$ cat config.mk
export PLATFORM = sky130hd
export DESIGN_NAME = telemetry_framer
export DESIGN_NICKNAME = d
export VERILOG_FILES = /design/src/rtl/telemetry_pkg.sv /design/src/rtl/tick_gen.sv /design/src/rtl/telemetry_framer.sv
export SDC_FILE = /design/constraint.sdc
export NUM_CORES = 1
export LEC_CHECK = 0
export CORE_AREA = 2 2 135 98
export CTS_CLUSTER_SIZE = 16
export DETAILED_ROUTE_END_ITERATION = 12
export DIE_AREA = 0 0 137 100
export PLACE_DENSITY = 0.64
export SLEW_MARGIN = 10
export SYNTH_ARGS = -nofsm -noshare
export SYNTH_HDL_FRONTEND = slang
export SYNTH_SLANG_ARGS = --single-unit
$ cat constraint.sdc
create_clock -name Clock -period 17.8 [get_ports Clock]
set_input_delay 3.56 -clock Clock [delete_from_list [all_inputs] [get_ports Clock]]
set_output_delay 3.56 -clock Clock [all_outputs]
set_load 0.01 [all_outputs]
$ cat src/rtl/telemetry_pkg.sv
// Shared types and constants for the telemetry framer.
package telemetry_pkg;

  // Frame transmit states, in on-the-wire order.
  typedef enum logic [2:0] {
    IDLE,
    HDR,
    SEQ,
    DATA,
    CSUM
  } state_t;

  // Default start-of-frame marker.
  localparam logic [7:0] DEFAULT_HEADER = 8'h5A;

  // Ceiling log2; clog2(1) is 0.
  function automatic int clog2(input int n);
    int w;
    w = 0;
    for (int i = 0; i < 31; i++) begin
      if ((1 << i) < n) begin
        w = i + 1;
      end
    end
    return w;
  endfunction

  // Width of a byte index over n bytes, never narrower than one bit.
  function automatic int idx_width(input int n);
    return (clog2(n) < 1) ? 1 : clog2(n);
  endfunction

endpackage

$ cat src/rtl/tick_gen.sv
// Free-running periodic tick: a one-cycle pulse every PERIOD clocks.
module tick_gen
  import telemetry_pkg::*;
#(
  parameter int PERIOD = 25000000
) (
  input  logic Clock,
  input  logic Reset,
  output logic tick
);

  localparam int CW = idx_width(PERIOD);
  localparam logic [CW-1:0] LAST = CW'(PERIOD - 1);

  logic [CW-1:0] count_reg;

  // Counter runs 0..PERIOD-1 and wraps; nothing but reset restarts it.
  always_ff @(posedge Clock) begin
    if (Reset) begin
      count_reg <= '0;
    end else if (count_reg == LAST) begin
      count_reg <= '0;
    end else begin
      count_reg <= count_reg + 1'b1;
    end
  end

  assign tick = (count_reg == LAST);

endmodule

$ cat src/rtl/telemetry_framer.sv
// Packs a payload snapshot into HEADER, seq, payload bytes (MSB first), XOR
// checksum, and streams it over a valid/ready byte interface.
module telemetry_framer
  import telemetry_pkg::*;
#(
  parameter int         NUM_BYTES = 6,
  parameter int         PERIOD    = 25000000,
  parameter logic [7:0] HEADER    = DEFAULT_HEADER
) (
  input  logic                   Clock,
  input  logic                   Reset,
  input  logic [8*NUM_BYTES-1:0] payload,
  input  logic                   alarm,
  output logic [7:0]             tx_data,
  output logic                   tx_valid,
  input  logic                   tx_ready,
  output logic                   busy,
  output logic                   overrun,
  output logic [7:0]             seq
);

  localparam int IW = idx_width(NUM_BYTES);
  localparam logic [IW-1:0] IDX_LAST = IW'(NUM_BYTES - 1);

  state_t          state_reg, state_next;
  logic [IW-1:0]   idx_reg, idx_next;
  logic [7:0]      seq_reg, seq_next;
  logic [7:0]      csum_reg, csum_next;
  logic            pending_reg, pending_next;
  logic            overrun_reg, overrun_next;
  logic            alarm_q;
  logic            tick;
  logic            alarm_edge;
  logic            trigger;
  logic            launch;
  logic [7:0]      cur_byte;
  logic [7:0]      pay_byte [NUM_BYTES];
  logic [7:0]      snap_reg [NUM_BYTES];

  tick_gen #(
    .PERIOD(PERIOD)
  ) u_tick (
    .Clock(Clock),
    .Reset(Reset),
    .tick (tick)
  );

  assign alarm_edge = alarm && !alarm_q;
  assign trigger    = tick || alarm_edge;

  // Snapshot is taken at launch so the frame is self-consistent even if the
  // sensors update while bytes are still going out.
  for (genvar gi = 0; gi < NUM_BYTES; gi++) begin : g_snap
    assign pay_byte[gi] = payload[8*gi +: 8];

    // Load one snapshot byte when a frame launches.
    always_ff @(posedge Clock) begin
      if (Reset) begin
        snap_reg[gi] <= '0;
      end else if (launch) begin
        snap_reg[gi] <= pay_byte[gi];
      end
    end
  end

  // Select the snapshot byte addressed by the current data index.
  always_comb begin
    cur_byte = '0;
    for (int i = 0; i < NUM_BYTES; i++) begin
      if (idx_reg == IW'(i)) begin
        cur_byte = snap_reg[i];
      end
    end
  end

  // State register.
  always_ff @(posedge Clock) begin
    if (Reset) begin
      state_reg <= IDLE;
    end else begin
      state_reg <= state_next;
    end
  end

  // Datapath registers: index, sequence, checksum, trigger bookkeeping.
  always_ff @(posedge Clock) begin
    if (Reset) begin
      idx_reg     <= '0;
      seq_reg     <= '0;
      csum_reg    <= '0;
      pending_reg <= 1'b0;
      overrun_reg <= 1'b0;
      alarm_q     <= 1'b0;
    end else begin
      idx_reg     <= idx_next;
      seq_reg     <= seq_next;
      csum_reg    <= csum_next;
      pending_reg <= pending_next;
      overrun_reg <= overrun_next;
      alarm_q     <= alarm;
    end
  end

  // Next-state, byte mux and checksum; a state moves only on an accepted byte.
  always_comb begin
    state_next   = state_reg;
    idx_next     = idx_reg;
    seq_next     = seq_reg;
    csum_next    = csum_reg;
    pending_next = pending_reg;
    overrun_next = overrun_reg;
    launch       = 1'b0;
    tx_valid     = 1'b0;
    tx_data      = '0;

    case (state_reg)
      IDLE: begin
        if (trigger || pending_reg) begin
          launch       = 1'b1;
          pending_next = 1'b0;
          csum_next    = '0;
          state_next   = HDR;
        end
      end
      HDR: begin
        tx_valid = 1'b1;
        tx_data  = HEADER;
        if (tx_ready) begin
          state_next = SEQ;
        end
      end
      SEQ: begin
        tx_valid = 1'b1;
        tx_data  = seq_reg;
        if (tx_ready) begin
          csum_next  = csum_reg ^ seq_reg;
          idx_next   = IDX_LAST;
          state_next = DATA;
        end
      end
      DATA: begin
        tx_valid = 1'b1;
        tx_data  = cur_byte;
        if (tx_ready) begin
          csum_next = csum_reg ^ cur_byte;
          if (idx_reg == '0) begin
            state_next = CSUM;
          end else begin
            idx_next = idx_reg - 1'b1;
          end
        end
      end
      CSUM: begin
        tx_valid = 1'b1;
        tx_data  = csum_reg;
        if (tx_ready) begin
          seq_next   = seq_reg + 8'd1;
          state_next = IDLE;
        end
      end
      default: begin
        state_next = IDLE;
      end
    endcase

    // A trigger arriving mid-frame (CSUM-accept cycle included) is buffered
    // once; a second one while the buffer is full is lost and flagged.
    if (state_reg != IDLE && trigger) begin
      if (pending_reg) begin
        overrun_next = 1'b1;
      end else begin
        pending_next = 1'b1;
      end
    end
  end

  assign busy    = (state_reg != IDLE);
  assign overrun = overrun_reg;
  assign seq     = seq_reg;

endmodule

==> results of run 1 <==
cell type report:
| cell class | instances | share of cell area, % |
|---|---|---|
| inverter | 26 | 1.638 |
| timing repair buffer | 73 | 12.14 |
| clock buffer | 11 | 3.906 |
| clock inverter | 4 | 0.8820 |
| sequential | 98 | 40.99 |
| multi-input combinational | 328 | 36.96 |
| tap | 166 | 3.486 |
cells in the mapped netlist, drive strengths merged, types with 7 or more instances:
master	count
a221oi	9
and2	52
a21o	8
xor2	20
nand3b	8
o221ai	8
nand4	10
edfxtp	48
nor2	44
a22oi	8
xnor2	11
a21oi	15
ha	7
inv	25
nand2	24
mux2i	10
o211ai	21
a211oi	9
nand3	14
buf	9
dfxtp	50
clkbuf	28
a22o	8
kinds of logic (layout without fill, tap and decap cells):
| family | count (synthesis) | in the layout | share of synthesized area [%] |
|---|---|---|---|
| fa+ha+maj | 7 | 7 | 1.796 |
| flops | 98 | 98 | 50.08 |
| compound gates | 97 | 97 | 14.83 |
| simple gates | 183 | 183 | 20.55 |
| mux | 10 | 10 | 2.052 |
| buf+inv | 63 | 114 | 5.131 |
| xor+xnor | 31 | 31 | 5.567 |
power breakdown:
| group | switching, mW | total (mW) | internal, mW | leakage, nW |
|---|---|---|---|---|
| Sequential | 0.00950 | 0.267 | 0.258 | 0.919 |
| Combinational | 0.0420 | 0.0768 | 0.0348 | 1.02 |
| Clock | 0.0823 | 0.191 | 0.109 | 0.140 |
| Total | 0.134 | 0.535 | 0.401 | 2.08 |
per-layer routing:
layer | global-route usage, % | vias to the layer above
met4 | 4.679 | 0
met1 | 23.28 | 1754
met2 | 26.22 | 129
met5 | 0 | -
met3 | 4.848 | 11
li1 | - | 1829
cells in the final DEF (no fill, tap or decap), drive strengths merged, types with 3 or more instances in the layout:
cell type      count
clkdlybuf4s50     70
and2              52
dfxtp             50
edfxtp            48
nor2              44
inv               26
nand2             24
o211ai            21
xor2              20
a21oi             15
nand3             14
xnor2             11
clkbuf            11
mux2i             10
nand4             10
a221oi             9
a211oi             9
a22oi              8
a21o               8
a22o               8
nand3b             8
o221ai             8
ha                 7
nor2b              6
o21ai              6
nor3               6
and3               4
or2                3
buf                3
nor4               3
clkinv             3
path summary, 6_finish.rpt:
| path | start | to | slack, ps |
|---|---|---|---|
| max | state_reg[1]$_SDFFE_PP0P_ | tx_data[1] | 11200 |
| min | overrun$_SDFFE_PP0P_ | overrun$_SDFFE_PP0P_ | 450 |
| max reg2reg | u_tick.count_reg[0]$_SDFF_PP0_ | snap_reg[3][4]$_SDFFCE_PN0P_ | 15050 |
| min reg2reg | overrun$_SDFFE_PP0P_ | overrun$_SDFFE_PP0P_ | 450 |
worst max-delay path, cell delays in order, from the launching register on:
cell	delay, ps
dfxtp_1	480
nor2b_1	810
and2_1	420
o221ai_1	240
o211ai_1	170
clkdlybuf4s50_1	570
per-stage QoR:
step / instance area (um2) / cells
global route: 5958 / 706
detailed placement: 5673 / 691
finish: 5958 / 706
CTS: 5958 / 706
global placement: 5673 / 691
floorplan: 4877 / 489
==> qor.yml, run 1 <==
status: "complete, no violations"
report.final.slew_viol_count: 0
worstHoldPathType: "reg2reg"
report.final.setup_viol: 0
die_width_um: 137
synth.lib_cells_used.distinct: 51
dominantRegCellSynth: "dfxtp_1"
num_rows: 35
drt-initial-drc-count: 261
sum_of_routed_wire_length_over_all_layers_um: 11160
synth_top_cell_area_share_pct: 29.55
multiInputGateArea_mm2: 0.002202
dpl.hpwl_um: 7902
critical_path_required_ps: 14240
totalNegativeSetupSlack_ps: 0
timing.critical_path.fanout_max: 14
gates_resized_cts_repair: 0
antenna_found_initial: 0
setup.worst_path.start_class: "flip-flop"
grt_pass1_wl_um: 18020
worst_slew_margin_rel_pct: 21.88
timing.fmax_mhz: 151.6
routabilityCongestion: 0.8034
core_area_mm2: 0.01261
period_share_pct: 37.06
drtAntennaViolNets: 0
ff_to_ff_path_depth: 7
hold_violations: 0
clock_tree.root_cell: "clkbuf_16"
cts-root-to-sink-buffers: 2
period_needed_ps: 6597
post_synth_inst_count: 489
end_kind: "primary output"
chipHeight_um: 100
route.layer.met1.wl_um: 5289
portBuffers: 70
clock_tree.htree_level_count: 3
rsz0062_at_grt: "false"
route.vias.total: 3723
count_of_buffers_added_by_post_cts_timing_repair_for_setup: 0
first_global_vias: 3683
synth-edff-count: 48
drt_drc_violations_left: 0
peakVddDrop_v: 0.00005193
routed-wl-met3_um: 784
num_antenna_cells: 0
async_reset_ff_share_pct: 0
post_synthesis_to_final_layout_area_growth_pct: 22.17
largest_register_ffs: 48
globalRoute.totalOverflow: 0
yosysSeqAreaShare_pct: 50.08
numCtsBuffers: 9
clk_pin_slew_ps: 60
ys_warn_count: 0
synthTopCellsByArea: "edfxtp_1, dfxtp_1, and2_1"
placement.setup.worst_slack_ps: 11470
postCtsHoldBufs: 0
final_net_count: 595
path_class: "reg2out"
postSynthAreaPerCell_um2: 9.974
die_area_mm2: 0.01370
floorplan.initialDensity_pct: 38.67
seq_area_mm2: 0.002442
finalHoldWorstSlack_ps: 448.9
maximum_number_of_pins_on_one_net_before_global_route_repair: 49
mappedNetlistArea_mm2: 0.004877
top_layer_in_use: "met4"
layout-drive-gt1-share_pct: 4.815
power_density_mw_per_mm2: 89.76
drtPass1Iterations: 5
arrival_time_of_data_at_the_critical_path_endpoint_ps: 3040
timing.max_cap.violations: 0
numClockSinks: 98
pin_count: 71
avgRoutedWirePerCell_um: 15.81
num-fill-cells: 1182
library_cell_with_the_largest_summed_area_after_synthesis: "edfxtp_1"
wl_met2_um: 4970
cellLeakagePower_nw: 2.083
finish.utilization_pct: 47.24
vias_per_cell: 5.273
worst-slew-pin-transition_ps: 1163
tritoncts: "yes"
grt_util_overall_pct: 16.94
postSynthRegisterBits: 98
clock_skew_ps: 7.141
mappedNetlistNets: 548
min_delay_path_depth: 2
report.power.total_mw: 0.5348
insertion_delay_ps: 350
finalWorstSetupSlack_ps: 11200
No activity file was read; power rests on OpenSTA's default activity.
==> inputs of run 2 (changes only) <==
--- a/config.mk
+++ b/config.mk
@@ -9,7 +9,7 @@
 export CTS_CLUSTER_SIZE = 16
 export DETAILED_ROUTE_END_ITERATION = 12
 export DIE_AREA = 0 0 137 100
-export PLACE_DENSITY = 0.64
+export PLACE_DENSITY = 0.66
 export SLEW_MARGIN = 10
 export SYNTH_ARGS = -nofsm -noshare
 export SYNTH_HDL_FRONTEND = slang
==> constraint.sdc (replaced) <==
create_clock -name Clock -period 5.4 [get_ports Clock]
set_input_delay 1.08 -clock Clock [delete_from_list [all_inputs] [get_ports Clock]]
set_output_delay 1.08 -clock Clock [all_outputs]
set_load 0.01 [all_outputs]
==> qor.yml, run 2 (same netlist as run 1, synthesis figures left out) <==
vias_per_cell: 5.375
avgRoutedWirePerCell_um: 15.76
portBuffers: 70
drtAntennaViolNets: 0
seq_area_mm2: 0.002442
critical_path_required_ps: 4320
critical_path.startpoint: "idx_reg[1]$_SDFFE_PP0P_"
hold_violations: 0
period_needed_ps: 4018
maximum_number_of_pins_on_one_net_before_global_route_repair: 49
totalNegativeSetupSlack_ps: 0
numCtsBuffers: 9
routabilityCongestion: 0.8462
first_global_vias: 3523
num-fill-cells: 1173
multiInputGateArea_mm2: 0.002202
antenna_found_initial: 0
final_common_cell: "clkdlybuf4s50_1"
timing.critical_path.fanout_max: 25
grt_pass1_wl_um: 17930
chipHeight_um: 100
timing.critical_path.cells: "inv_1 -> ha_1 -> a21oi_1 -> a221oi_1 -> o221ai_1 -> o21ai_0 -> clkdlybuf4s50_1"
postCtsHoldBufs: 0
drt-initial-drc-count: 382
floorplan.initialDensity_pct: 38.67
clk_pin_slew_ps: 70
cellLeakagePower_nw: 2.097
worstHoldPathType: "reg2reg"
setup.worst_path.start_class: "flip-flop"
worst-slew-pin-transition_ps: 1148
finish.instance_area_mm2: 0.006001
rsz0062_at_grt: "false"
peakVddDrop_v: 0.0001318
cts-root-to-sink-buffers: 2
post_synthesis_to_final_layout_area_growth_pct: 23.04
postPlaceCellArea_mm2: 0.005688
grt_util_overall_pct: 17.08
dpl.hpwl_um: 8126
clock_tree.htree_level_count: 3
die_area_mm2: 0.01370
timing.fmax_mhz: 248.9
timing.max_cap.violations: 0
status: "complete, no violations"
period_share_pct: 74.41
die_width_um: 137
critical-path-top-delay-family: "compound AO/OA/AOI/OAI gates"
report.final.slew_viol_count: 0
num_rows: 35
insertion_delay_ps: 350
report.final.setup_viol: 0
pin_count: 71
power_density_mw_per_mm2: 297.3
worst_path_largest_cell_delay_ps: 680
route.vias.total: 3816
worst_slew_margin_rel_pct: 22.90
clock_skew_ps: 5.893
arrival_time_of_data_at_the_critical_path_endpoint_ps: 2940
final_net_count: 598
drt_drc_violations_left: 0
layout-drive-gt1-share_pct: 5.699
gates_resized_cts_repair: 0
clock_tree.root_cell: "clkbuf_16"
num_antenna_cells: 0
path_class: "reg2out"
drtPass1Iterations: 4
hold_path.startpoint: "overrun$_SDFFE_PP0P_"
end_kind: "primary output"
worst_r2r_startpoint: "u_tick.count_reg[0]$_SDFF_PP0_"
finalHoldWorstSlack_ps: 468.2
tritoncts: "yes"
path_buf_inv: 2
largest_register_ffs: 48
core_area_mm2: 0.01261
globalRoute.totalOverflow: 0
count_of_buffers_added_by_post_cts_timing_repair_for_setup: 0
numClockSinks: 98
final_cell_mix: "clkdlybuf4s50_1, and2_1, dfxtp_1"
critical-path-slowest-cell: "ha_1"
sum_of_routed_wire_length_over_all_layers_um: 11190
run 2: cell type report:
cell class                      instances  area share (%)
Sequential cell                        98           40.70
Multi-Input combinational cell        328           36.70
Inverter                               26           1.626
Timing Repair Buffer                   76           12.49
Clock inverter                          7           1.272
Tap cell                              166           3.461
Clock buffer                            9           3.753
run 2: path summary, 6_finish.rpt:
| kind | to | slack [ps] | cells after the start |
|---|---|---|---|
| max | tx_data[5] | 1380 | 7 |
| max reg2reg | snap_reg[4][4]$_SDFFCE_PN0P_ | 2360 | 6 |
| min | overrun$_SDFFE_PP0P_ | 470 | 2 |
| min reg2reg | overrun$_SDFFE_PP0P_ | 470 | 2 |
run 2: worst reg2reg max path: cells and delay by family (launching register included):
kind | cells | cell delay, ps
and+or+nand+nor | 2 | 670
DFF | 1 | 400
adders and majority gates | 1 | 240
buffers and inverters | 1 | 430
AOI/OAI and AO/OA | 2 | 970
run 2: metal layers:
layer,track usage (%),share of wire (%),up-vias
li1,-,-,1839
met1,24.66,49,1855
met2,24.23,43,103
met3,4.545,5.9,19
met4,6.899,2.0,0
met5,0,0,-
run 2: report_power, final:
part           total [mW]  leakage, nW  switching [mW]  internal [mW]
logic               0.257         1.04           0.140          0.117
clock network       0.642        0.138           0.280          0.362
registers           0.885        0.919          0.0363          0.849
total                1.78         2.10           0.457           1.33
run 2: through the flow:
| step | total power, mW | util, % | instances | worst slack [ps] |
|---|---|---|---|---|
| after floorplan | 1.044 | - | 489 | 1050 |
| after global placement | 1.149 | 45.10 | 693 | 1884 |
| after detailed placement | 1.154 | 45.10 | 693 | 1777 |
| after CTS | 1.797 | 47.49 | 709 | 1375 |
| after global routing | 1.857 | 47.58 | 710 | 1161 |
| final | 1.784 | 47.58 | 710 | 1382 |
